<file path="src/rtl/tdc_batch_sampler.sv">
// tdc_batch_sampler: launches edges into a tapped delay line, normalises and
// popcounts each returned tap vector, flags non-thermometer (bubble) captures,
// and reduces 2^LOG2_N samples into sum / mean / min / max.
// Single-batch or continuous operation, all in the clk_launch domain.
module tdc_batch_sampler #(
    parameter int TAPS    = 127,
    parameter int HW_W    = $clog2(TAPS + 1),
    parameter int LOG2_N  = 4,
    parameter int TIMEOUT = 255
) (
    input  logic                     clk_launch,
    input  logic                     rst_n,
    input  logic                     start,
    input  logic                     continuous,
    input  logic                     stop,
    output logic                     pg_out,
    input  logic [TAPS-1:0]          taps_in,
    input  logic                     taps_valid,
    output logic                     busy,
    output logic                     result_valid,
    output logic [HW_W+LOG2_N-1:0]   sum_out,
    output logic [HW_W-1:0]          mean_out,
    output logic [HW_W-1:0]          min_out,
    output logic [HW_W-1:0]          max_out,
    output logic [7:0]               bubble_cnt,
    output logic                     timeout_err
);

    localparam int SUM_W = HW_W + LOG2_N;
    localparam int CNT_W = LOG2_N + 1;
    localparam int TO_W  = (TIMEOUT > 1) ? $clog2(TIMEOUT + 1) : 1;

    localparam logic [CNT_W-1:0] LAST_CNT = CNT_W'((1 << LOG2_N) - 1);
    localparam logic [TO_W-1:0]  TO_LAST  = TO_W'(TIMEOUT - 1);
    localparam logic [HW_W-1:0]  HW_ONES  = '1;

    typedef enum logic [1:0] {
        IDLE   = 2'd0,
        LAUNCH = 2'd1,
        WAIT   = 2'd2
    } state_t;

    // Number of set taps in the normalised vector.
    function automatic logic [HW_W-1:0] popcount(input logic [TAPS-1:0] v);
        logic [HW_W-1:0] c;
        c = '0;
        for (int i = 0; i < TAPS; i++) begin
            c = c + HW_W'(v[i]);
        end
        return c;
    endfunction

    // True when v is exactly w ones packed against tap 0 (clean thermometer).
    function automatic logic is_thermo(input logic [TAPS-1:0] v, input logic [HW_W-1:0] w);
        logic [TAPS:0] one;
        logic [TAPS:0] mask;
        one  = (TAPS + 1)'(1);
        mask = (one << w) - one;
        return ({1'b0, v} == mask);
    endfunction

    // Bubble counter increment that sticks at 255.
    function automatic logic [7:0] sat_inc8(input logic [7:0] v);
        return (v == 8'hFF) ? 8'hFF : v + 8'd1;
    endfunction

    state_t            state_q;
    logic              pg_q;
    logic              cont_q;
    logic [CNT_W-1:0]  cnt_q;
    logic [TO_W-1:0]   wait_q;
    logic [SUM_W-1:0]  sum_q;
    logic [HW_W-1:0]   min_q;
    logic [HW_W-1:0]   max_q;
    logic [7:0]        bub_q;

    logic              res_vld_q;
    logic [SUM_W-1:0]  sum_out_q;
    logic [HW_W-1:0]   mean_out_q;
    logic [HW_W-1:0]   min_out_q;
    logic [HW_W-1:0]   max_out_q;
    logic [7:0]        bub_out_q;
    logic              terr_q;

    logic [TAPS-1:0]   norm;
    logic [HW_W-1:0]   hw;
    logic              bubble;
    logic [SUM_W-1:0]  sum_d;
    logic [HW_W-1:0]   min_d;
    logic [HW_W-1:0]   max_d;
    logic [7:0]        bub_d;

    // Accumulator values as they would be after folding in the current capture.
    always_comb begin
        // A falling launch propagates zeros, so invert to make ones mean "reached".
        norm   = pg_q ? taps_in : ~taps_in;
        hw     = popcount(norm);
        bubble = !is_thermo(norm, hw);
        sum_d  = sum_q + SUM_W'(hw);
        min_d  = (hw < min_q) ? hw : min_q;
        max_d  = (hw > max_q) ? hw : max_q;
        bub_d  = bubble ? sat_inc8(bub_q) : bub_q;
    end

    // Launch/collect state machine with accumulators and registered results.
    always_ff @(posedge clk_launch) begin
        if (!rst_n) begin
            state_q    <= IDLE;
            pg_q       <= 1'b0;
            cont_q     <= 1'b0;
            cnt_q      <= '0;
            wait_q     <= '0;
            sum_q      <= '0;
            min_q      <= HW_ONES;
            max_q      <= '0;
            bub_q      <= '0;
            res_vld_q  <= 1'b0;
            sum_out_q  <= '0;
            mean_out_q <= '0;
            min_out_q  <= '0;
            max_out_q  <= '0;
            bub_out_q  <= '0;
            terr_q     <= 1'b0;
        end else begin
            res_vld_q <= 1'b0;
            case (state_q)
                IDLE: begin
                    if (start) begin
                        sum_q   <= '0;
                        min_q   <= HW_ONES;
                        max_q   <= '0;
                        bub_q   <= '0;
                        cnt_q   <= '0;
                        terr_q  <= 1'b0;
                        cont_q  <= continuous;
                        state_q <= LAUNCH;
                    end
                end
                LAUNCH: begin
                    pg_q    <= ~pg_q;
                    wait_q  <= '0;
                    state_q <= WAIT;
                end
                WAIT: begin
                    if (taps_valid) begin
                        if (cnt_q == LAST_CNT) begin
                            // Final sample: publish results including this capture.
                            sum_out_q  <= sum_d;
                            mean_out_q <= HW_W'(sum_d >> LOG2_N);
                            min_out_q  <= min_d;
                            max_out_q  <= max_d;
                            bub_out_q  <= bub_d;
                            res_vld_q  <= 1'b1;
                            if (cont_q && !stop) begin
                                sum_q   <= '0;
                                min_q   <= HW_ONES;
                                max_q   <= '0;
                                bub_q   <= '0;
                                cnt_q   <= '0;
                                state_q <= LAUNCH;
                            end else begin
                                cont_q  <= 1'b0;
                                state_q <= IDLE;
                            end
                        end else begin
                            sum_q   <= sum_d;
                            min_q   <= min_d;
                            max_q   <= max_d;
                            bub_q   <= bub_d;
                            cnt_q   <= cnt_q + CNT_W'(1);
                            state_q <= LAUNCH;
                        end
                    end else if (wait_q == TO_LAST) begin
                        // No capture arrived: abort with whatever was gathered.
                        terr_q     <= 1'b1;
                        res_vld_q  <= 1'b1;
                        sum_out_q  <= sum_q;
                        mean_out_q <= HW_W'(sum_q >> LOG2_N);
                        min_out_q  <= (cnt_q == '0) ? '0 : min_q;
                        max_out_q  <= max_q;
                        bub_out_q  <= bub_q;
                        cont_q     <= 1'b0;
                        state_q    <= IDLE;
                    end else begin
                        wait_q <= wait_q + TO_W'(1);
                    end
                end
                default: state_q <= IDLE;
            endcase
        end
    end

    assign pg_out       = pg_q;
    assign busy         = (state_q != IDLE);
    assign result_valid = res_vld_q;
    assign sum_out      = sum_out_q;
    assign mean_out     = mean_out_q;
    assign min_out      = min_out_q;
    assign max_out      = max_out_q;
    assign bubble_cnt   = bub_out_q;
    assign timeout_err  = terr_q;

endmodule

</file>
<file path="config.mk">
export PLATFORM = sky130hd
export DESIGN_NAME = tdc_batch_sampler
export DESIGN_NICKNAME = d
export VERILOG_FILES = /design/src/rtl/tdc_batch_sampler.sv
export SDC_FILE = /design/constraint.sdc
export NUM_CORES = 1
export LEC_CHECK = 0
export CELL_PAD_IN_SITES_DETAIL_PLACEMENT = 1
export CELL_PAD_IN_SITES_GLOBAL_PLACEMENT = 1
export CORE_MARGIN = 1
export CORE_UTILIZATION = 39
export CTS_CLUSTER_SIZE = 10
export DETAILED_ROUTE_END_ITERATION = 16
export GPL_TIMING_DRIVEN = 0
export PLACE_DENSITY_LB_ADDON = 0.05
export REMOVE_ABC_BUFFERS = 1
export SETUP_SLACK_MARGIN = 0.4
export SYNTH_ARGS = -nofsm -noshare
export SYNTH_HDL_FRONTEND = slang
export SYNTH_SLANG_ARGS = --single-unit
</file>
<file path="constraint.sdc">
create_clock -name clk_launch -period 16 [get_ports clk_launch]
set_input_delay 4 -clock clk_launch [delete_from_list [all_inputs] [get_ports clk_launch]]
set_output_delay 4 -clock clk_launch [all_outputs]
set_load 0.02 [all_outputs]
</file>
; ---- Word level (Yosys, flattened, before mapping)
; Cells that the tools add are included.
[word_totals]
regBits = 92
inputBits = 133
out_inout_bits = 44
wordCells = 251
[op_classes]
n_addsub = 131
magnitude_cmp = 2
n_eq_ne = 16
shift = 1
muxes = 68
bitwise_logic = 2
n_reduce_logical = 15
[op_table]
columns = cell, n
row1 = $add A7 B1 Y7, 120
row2 = $mux W7, 20
row3 = $eq A127 B128 Y1, 1
row4 = $shl A1 B7 Y128 const A, 1
row5 = $sub A128 B1 Y128 const B, 1
row6 = $mux W127, 1
row7 = $not A127 Y127, 1
row8 = $mux W8, 11
row9 = $mux W11, 7
row10 = $pmux W8 S2, 2
row11 = $pmux W7 S2, 2
row12 = $pmux W11 S2, 1
row13 = $mux W5, 4
row14 = $add A8 B1 Y8 const B, 2
row15 = $eq A8 B8 Y1 const B, 2
row16 = $mux W1, 12
row17 = $ne A3 B3 Y1 const B, 4
row18 = $add A11 B7 Y11, 1
row19 = $ne A2 B2 Y1 const B, 5
row20 = $pmux W5 S2, 1
row21 = $mux W2, 4
row22 = $reduce_and A4 Y1, 2
row23 = $reduce_bool A2 Y1, 4
row24 = $add A6 B1 Y7, 1
row25 = 22 further kinds, 25

; ---- Logic depth before layout (Yosys ltp)
; Gate-level depths: netlist of run 1.
[depth]
depth_word = 135
mapped_depth = 50
depth_no_buf = 38

; ---- Worst setup path before layout of run 1
; No wires, ideal clock.
[synth_path]
kind = input to register
start = input taps_in[79]
end = register bub_q[2]
arrival_ns = 15.276
required_time_ns = 15.905
path_slack_ns = 0.629
path_stages = 37
n_path_buf = 3
cell_sequence = xnor2_1 > fa_1 > fa_1 > inv_1 > fa_1 > inv_1 > fa_1 > inv_1 > fa_1 > fa_1 > inv_1 > fa_1 > fa_1 > inv_1 > fa_1 > fa_1 > inv_1 > fa_1 > a211o_1 > a211oi_4 > mux2_4 > o22ai_4 > clkbuf_1 > or2_2 > ha_1 > clkbuf_1 > o21ai_2 > a21oi_1 > o32ai_1 > or4b_1 > or4_1 > or4_4 > nor4_4 > nand3_2 > and2_1 > buf_6 > a221oi_1
[synth_via]
elab_chain_len = 57
[synth_rtl]
columns = item, line
row1 = "start, declared", 17  ; input logic [TAPS-1:0] taps_in,
row2 = $not A127 Y127, 96  ; norm = pg_q ? taps_in : ~taps_in;
row3 = $mux W127 (*), 96
row4 = $add A7 B1 Y7 (48 in a row), 48  ; c = c + HW_W'(v[i]);
row5 = $shl A1 B7 Y128, 58  ; mask = (one << w) - one;
row6 = $sub A128 B1 Y128, 58
row7 = $eq A127 B128 Y1 (*), 59  ; return ({1'b0, v} == mask);
row8 = $mux W8 (*), 102  ; bub_d = bubble ? sat_inc8(bub_q) : bub_q;
row9 = $mux W8 (*), 146  ; if (cnt_q == LAST_CNT) begin
row10 = $mux W8 (*), 145  ; if (taps_valid) begin
row11 = $pmux W8 S2 (*), 126  ; case (state_q)
row12 = "end signal, assigned", 169  ; bub_q <= bub_d;
row13 = "end, declared", 75  ; logic [7:0] bub_q;
; Every way passes the cells marked *; elsewhere a longest branch is shown, timed or not. The select of a mux whose other input is x is not followed.
; A chain may end at the register's enable or synchronous reset.

; ---- Final worst setup path of run 1
[layout_path]
start = input taps_in[71]
end = register bub_q[7]
[layout_via]
elab_chain_len = 65
[layout_rtl]
columns = item, line
row1 = $not A127 Y127, 96
row2 = $mux W127 (*), 96
row3 = $add A7 B1 Y7 (56 in a row), 48
row4 = $shl A1 B7 Y128, 58
row5 = $sub A128 B1 Y128, 58
row6 = $eq A127 B128 Y1 (*), 59
row7 = $mux W8 (*), 102
row8 = $mux W8 (*), 146
row9 = $mux W8 (*), 145
row10 = $pmux W8 S2 (*), 126
; Marked as above.

==> flow_summary_export.csv, run 1 <==
group,metric,value,unit
logic_synthesis,synth_area,14910,µm²
critical_path,max_stage_delay,730,ps
routing,via_per_inst,6.470,
timing,rsz0062_at_grt,"false",
hold_path,hold_depth,2,
die,die_w,197.5,µm
die,rows,71,
logic_synthesis,postSynthCellCount,1942,
clock_tree,clockBufferDepth,2,
clock_tree,cts-buffers-inserted,9,
logic_synthesis,ys_ff_latch,85,
place,placed_area,17160,µm²
critical_path,critPathTopFamily,"adder cells",
timing,maxSlewHeadroom,0.2761,
die,core_area,37670,µm²
grt,grt_pass1_wl,110100,µm
routing,wl,77750,µm
finish,drive_gt1_frac,0.1557,
logic_synthesis,ys_types,96,
logic_synthesis,ys.warnings.count,0,
routing,num_vias,17100,
logic_synthesis,synth-async-reset-ratio,0,
clock_tree,cts_root_buf,"clkbuf_16",
timing,hold_violations,0,
finish,area_growth,31.61,%
critical_path,endpoint_kind,"register",
timing,fin_tns_setup,0,ps
clock_tree,htreeDepth,3,
logic_synthesis,synth_area_leader_cell,"fa_1",
clock_tree,clock_sinks,85,
critical_path,startpoint_type,"input port",
finish,nFillCells,4504,
die,num_io_pins,177,
logic_synthesis,synth_top_area_frac,0.1530,
logic_synthesis,synth_most_common_cell,"xnor2_1",
critical_path,crit_path_max_fanout,12,
logic_synthesis,synth_edf_count,0,
timing,skew,9.572,ps
grt,grt_max_degree,66,
critical_path,reg2regPathDepth,38,
routing,wl_per_cell,29.42,µm
timing,fin_crit_sh,0.9767,
routing,dr.pass1.iters,7,
logic_synthesis,ys.flop_type,"dfxtp_1",
critical_path,path_common_cell,"fa_1",
clock_tree,worstSkewPairLatency,360,ps
finish,stdcell_count,2643,
critical_path,slowest_stage,"fa_4",
critical_path,cp.arrival,15890,ps
clock_tree,clk_pin_slew,70,ps
timing,worst_hold_slack,453.8,ps
finish,finalNetCount,2417,
routing,drtIter0Drc,1771,
timing,tightest_slew,1082,ps
grt,gr-total-overflow,0,
place,gp_congestion,1.001,
timing,setup_violations,0,
finish,diodes,0,
place,port_buffers,176,
logic_synthesis,synth_commonest_cells,"201 x xnor2_1, 155 x nor2_1, 145 x nand2_1, 123 x inv_1, 114 x fa_1",
outcome,run_status,"finished clean",
critical_path,path_class,"input port to register",
timing,drv_slew,0,
finish,design_area,19630,µm²
clock_tree,cts_tree,"yes",
logic_synthesis,yosysSeqAreaShare,0.1141,
critical_path,cp_num_buf_inv,11,
timing,max_freq,63.99,MHz
logic_synthesis,avgSynthCellArea,7.679,µm²
die,die_height,197.5,µm
die,initial_core_util,0.3959,
die,fp.dieArea,39020,µm²
critical_path,required,16260,ps
routing,drc,0,
place,dpl.cell_count,2517,
job,drv_cap,0,
timing,fin_crit,15630,ps
place,dpl.hpwl,55950,µm
routing,ant_nets,0,
grt,gr-usage-all-layers,0.3867,
critical_path,worst-path-stages,38,
grt,antenna_found_initial,0,
grt,grt_pass1_vias,16840,
logic_synthesis,synth_area_leaders,"fa_1 15%, xnor2_1 12%, dfxtp_1 11%",
hold_path,worstHoldPathType,"register to register",
[what timing repair did]
| item | 4_1_cts | 5_1_grt |
|---|---|---|
| endpoints found under the setup margin | 34 | 16 |
| resized for setup | 151 | 73 |
| setup buffers | 57 | 47 |
| hold buffers | 0 | 0 |
| pin swaps | 31 | 29 |
| cloned | 2 | 4 |
[final cells by class]
cell class | count | area (µm²) | area share
Clock buffer | 10 | 239.0 | 0.01218
Timing Repair inverter | 1 | 8.758 | 0.0004462
Clock inverter | 6 | 47.55 | 0.002422
Sequential cell | 85 | 1705 | 0.08689
Tap cell | 511 | 639.4 | 0.03257
Timing Repair Buffer | 300 | 2945 | 0.1501
Inverter | 127 | 518.0 | 0.02639
Multi-Input combinational cell | 1603 | 13520 | 0.6890
[cells by family after synthesis]
| group | Yosys count | synth area share |
|---|---|---|
| AND/OR/NAND/NOR | 636 | 0.2103 |
| AO/OA/AOI/OAI | 489 | 0.2265 |
| XOR/XNOR | 285 | 0.1674 |
| buffers and inverters | 258 | 0.07064 |
| adder cells (fa/ha/maj) | 168 | 0.1965 |
| flip-flops | 85 | 0.1141 |
| multiplexers | 21 | 0.01460 |
[through the flow]
step | setup slack (ps) | utilization
final | 373.0 | 0.5211
after global routing | 142.4 | 0.5211
after CTS | 400.2 | 0.4987
after detailed placement | -3114 | 0.4557
after global placement | -7596 | 0.4444
after floorplan | -2123 | -
[worst register-to-register path: cells and delay by family (launching register included)]
family	cells	cell delay, ps
AO/OA/AOI/OAI	3	640
XOR/XNOR	2	630
adder cells (fa/ha/maj)	12	6560
buffers and inverters	11	1990
flip-flops	1	720
AND/OR/NAND/NOR	10	2510
[final timing paths]
path | startpoint | end | slack [ps]
max | taps_in[71] | bub_q[7] | 370
min | max_out[5] | max_out[5] | 450
max reg2reg | pg_out | bub_q[7] | 2860
min reg2reg | max_out[5] | max_out[5] | 450
[sequential cells by signal (all words and copies together) (netlist names), 2 cells and up]
name        flops
bub_q           8
cnt_q           5
min_out         7
max_out         7
min_q           7
bubble_cnt      8
sum_out        11
max_q           7
sum_q          11
state_q         2
wait_q          8
[cell usage in the layout, fill, tap and decap left out, types with 72 or more instances in the layout]
master,count
nand2_1,139
xnor2_1,172
a21oi_1,99
fa_1,109
o21ai_0,79
dfxtp_1,84
nor3_1,73
inv_1,120
clkdlybuf4s50_1,174
buf_4,99
nand3_1,72
nor2_1,145
xor2_1,72
[metal layers]
metal	routed length [µm]	track usage
met1	28840	0.4649
met2	34800	0.6133
met3	7634	0.08588
met4	6478	0.2696
met5	0	0
Power of run 1 is not shown: default switching activity piles up to over one toggle a cycle in this logic, so the estimate is an artifact.
==> run 2: changes to the inputs <==
- CORE_UTILIZATION: 39 -> 45
- DONT_BUFFER_PORTS: unset -> 1
==> flow_summary_export.csv, run 2 (synthesis gave the netlist of run 1 again) <==
group,metric,value,unit
outcome,run_status,"finished clean",
critical_path,cp.arrival,15820,ps
routing,wl,73990,µm
clock_tree,clock_sinks,85,
finish,layout_common_cells,"181 x xnor2_1, 148 x nor2_1, 140 x nand2_1",
timing,rsz0062_at_grt,"true",
critical_path,max_stage_delay,620,ps
grt,antenna_found_initial,2,
timing,fin_tns_setup,0,ps
clock_tree,clockBufferDepth,2,
job,drv_cap,0,
routing,drtIter0Drc,1944,
critical_path,required,16260,ps
finish,area_growth,15.12,%
clock_tree,clk_pin_slew,70,ps
routing,wl_per_cell,31.33,µm
finish,layout_commonest_cell,"xnor2_1",
routing,num_vias,16310,
clock_tree,cts_tree,"yes",
die,die_w,184.0,µm
critical_path,path_common_cell,"fa_1",
die,num_io_pins,177,
timing,max_freq,64.26,MHz
clock_tree,htreeDepth,3,
critical_path,reg2reg_slack,2610,ps
die,fp.dieArea,33870,µm²
hold_path,worstHoldPathType,"register to register",
routing,dr.pass1.iters,5,
die,rows,66,
place,dpl.cell_count,2270,
place,place_ws,-2603,ps
finish,diodes,0,
timing,setup_violations,0,
place,dpl.hpwl,53520,µm
die,die_height,184.0,µm
timing,fin_crit_sh,0.9726,
routing,ant_nets,0,
routing,via_per_inst,6.906,
timing,drv_slew,0,
finish,drive_gt1_frac,0.1365,
timing,tightest_slew,1064,ps
grt,gr-total-overflow,0,
timing,fin_ws,438.4,ps
clock_tree,worstSkewPairLatency,350,ps
timing,fin_crit,15560,ps
grt,grt_pass1_vias,15920,
finish,finalNetCount,2205,
critical_path,endpoint_kind,"register",
clock_tree,hold_buffers,0,
critical_path,slowest_stage,"xor2_1",
finish,nFillCells,3952,
clock_tree,cts-buffers-inserted,9,
grt,grt_max_degree,70,
die,initial_core_util,0.4584,
place,gp_congestion,1.056,
die,core_area,32540,µm²
critical_path,path_class,"input port to register",
place,port_buffers,0,
timing,maxSlewHeadroom,0.2859,
critical_path,crit_path_max_fanout,16,
critical_path,startpoint_type,"input port",
timing,skew,8.113,ps
grt,gr-usage-all-layers,0.4300,
timing,hold_violations,0,
finish,stdcell_count,2362,
clock_tree,cts_root_buf,"clkbuf_16",
routing,drc,0,
grt,grt_pass1_wl,105200,µm
finish,final_util,0.5277,
run 2: critical path, delay by kind of cell:
| kind | cells | cell delay [ps] |
|---|---|---|
| adders and majority gates | 12 | 5840 |
| xor gates and xnor gates | 1 | 620 |
| buffers and inverters | 9 | 1020 |
| AOI/OAI and AO/OA | 4 | 1240 |
| and+or+nand+nor | 10 | 3070 |
run 2: metal layers:
metal	global-route usage	wire length [µm]	up-vias
met1	0.5233	27230	8006
met2	0.6918	33170	1123
li1	-	-	6848
met3	0.08756	7518	330
met4	0.2740	6051	4
met5	0	25	-
run 2: repair_timing:
action / CTS / global route
resized for setup: 104 / 58
pin swaps: 21 / 17
buffers inserted: 44 / 30
setup endpoints to repair: 19 / 16
cloned: 2 / 0
run 2: path summary, 6_finish.rpt:
kind,from,cells past startpoint,end
worst max-delay path,taps_in[37],36,bubble_cnt[2]
worst min-delay path,cont_q,2,cont_q
worst max register to register,pg_out,38,bubble_cnt[2]
worst min register to register,cont_q,2,cont_q
run 2: through the flow:
stage | hold slack, ps | instance area [µm²]
floorplan | 435.9 | 14340
global placement | 453.8 | 14890
detailed placement | 470.0 | 15290
CTS | 481.5 | 16560
global route | 491.2 | 17170
finish | 480.2 | 17170
run 2: layout make-up:
class                      count  area, µm²  area share
timing repair buffer          91      927.1     0.05400
clock inverter                 7      96.34    0.005612
sequential                    85       1705     0.09934
tap                          442      553.0     0.03221
clock buffer                   9      225.2     0.01312
timing repair inverter         1      8.758   0.0005102
inverter                     127      508.0     0.02959
multi-input combinational   1600      13140      0.7656
Power of run 2 is left out for the same reason.
==> run 3: changes to the inputs <==
- CAP_MARGIN: unset -> 40
- PLACE_DENSITY: unset -> 0.81
- PLACE_DENSITY_LB_ADDON: 0.05 -> unset
==> flow_summary_export.csv, run 3 (synthesis gave the netlist of run 1 again) <==
group,metric,value,unit
outcome,run_status,"finished clean",
timing,setup_violations,0,
critical_path,endpoint_kind,"register",
critical_path,cp.arrival,15860,ps
clock_tree,cts-buffers-inserted,9,
timing,rsz0062_at_grt,"false",
place,dpl.hpwl,58420,µm
critical_path,slowest_stage,"nor3_2",
job,drv_cap,0,
die,core_area,32540,µm²
die,num_io_pins,177,
critical_path,startpoint_type,"input port",
routing,ant_nets,0,
place,port_buffers,0,
finish,area_growth,13.42,%
critical_path,path_class,"input port to register",
critical_path,critPathTopFamily,"adder cells",
critical_path,required,16270,ps
routing,wl_per_cell,32.24,µm
grt,grt_max_degree,66,
timing,max_freq,64.16,MHz
timing,fin_tns_setup,0,ps
grt,grt_pass1_wl,108100,µm
die,die_w,184.0,µm
clock_tree,cts_tree,"yes",
grt,gr-usage-all-layers,0.4433,
critical_path,cp_num_buf_inv,9,
clock_tree,worstSkewPairLatency,360,ps
routing,via_per_inst,6.969,
grt,antenna_found_initial,5,
critical_path,path_common_cell,"fa_1",
die,initial_core_util,0.4584,
routing,drtIter0Drc,1945,
finish,drive_gt1_frac,0.1208,
clock_tree,clock_sinks,85,
timing,worst_hold_slack,494.3,ps
timing,tightest_slew,1031,ps
die,die_height,184.0,µm
clock_tree,hold_buffers,0,
place,gp_congestion,1.044,
hold_path,worstHoldPathType,"register to register",
timing,maxSlewHeadroom,0.3124,
timing,drv_slew,0,
critical_path,crit_path_max_fanout,12,
routing,num_vias,16480,
finish,nFillCells,3934,
routing,wl,76220,µm
timing,skew,16.78,ps
finish,layout_commonest_cell,"xnor2_1",
clock_tree,htreeDepth,3,
timing,fin_crit,15590,ps
finish,finalNetCount,2205,
die,fp.dieArea,33870,µm²
clock_tree,clockBufferDepth,2,
timing,hold_violations,0,
timing,fin_crit_sh,0.9742,
critical_path,max_stage_delay,740,ps
grt,gr-total-overflow,0,
routing,drc,0,
die,rows,66,
grt,grt_pass1_vias,16170,
clock_tree,clk_pin_slew,70,ps
clock_tree,cts_root_buf,"clkbuf_16",
routing,dr.pass1.iters,5,
finish,layout_common_cells,"191 x xnor2_1, 152 x nor2_1, 140 x nand2_1",
[run 3: area by class of cell]
type / instances / area (µm²) / share of cell area
repair inverters: 1 / 8.758 / 0.0005178
clock buffers: 9 / 225.2 / 0.01331
multi-input cells: 1600 / 12800 / 0.7567
diodes: 2 / 5.005 / 0.0002959
well taps: 442 / 553.0 / 0.03269
repair buffers: 91 / 1005 / 0.05940
flip-flops and latches: 85 / 1705 / 0.1008
clock inverters: 7 / 105.1 / 0.006213
inverters: 127 / 508.0 / 0.03003
[run 3: path summary, 6_finish.rpt]
| path | start | to | slack [ps] | cells past startpoint |
|---|---|---|---|---|
| max reg2reg | pg_out | bubble_cnt[2] | 2550 | 37 |
| min | cnt_q[1] | cnt_q[1] | 490 | 2 |
| min reg2reg | cnt_q[1] | cnt_q[1] | 490 | 2 |
| max | taps_in[87] | bubble_cnt[2] | 410 | 34 |
[run 3: timing repair]
| item | in CTS | in global routing |
|---|---|---|
| gates resized for setup | 71 | 38 |
| endpoints found under the hold margin | 0 | 0 |
| setup buffers | 24 | 14 |
| setup endpoints to repair | 16 | 16 |
| cloned | 1 | 1 |
| pin swaps | 9 | 12 |
[run 3: per-stage QoR]
step	setup WS (ps)	std cells	utilization	area, µm²
2_1_floorplan	-2123	1811	-	14340
3_3_place_gp	-7659	2253	0.4576	14890
3_5_place_dp	-2096	2305	0.4812	15660
4_1_cts	406.9	2346	0.5092	16570
5_1_grt	204.4	2362	0.5197	16910
6_report	413.4	2364	0.5199	16920
[run 3: layer usage]
metal | share of wire | track usage | up-vias | wire, µm
met5 | 0.00055 | 0 | - | 42
li1 | - | - | 6847 | -
met2 | 0.43 | 0.6783 | 1150 | 32690
met1 | 0.38 | 0.5586 | 8135 | 29300
met3 | 0.10 | 0.1052 | 337 | 7976
met4 | 0.081 | 0.2823 | 6 | 6201
[run 3: worst min-delay path: stages, from the launching register on]
cell     delay, ps
dfxtp_1        330
nand2_1         70
a21oi_1         50
Power of run 3 is left out for the same reason.
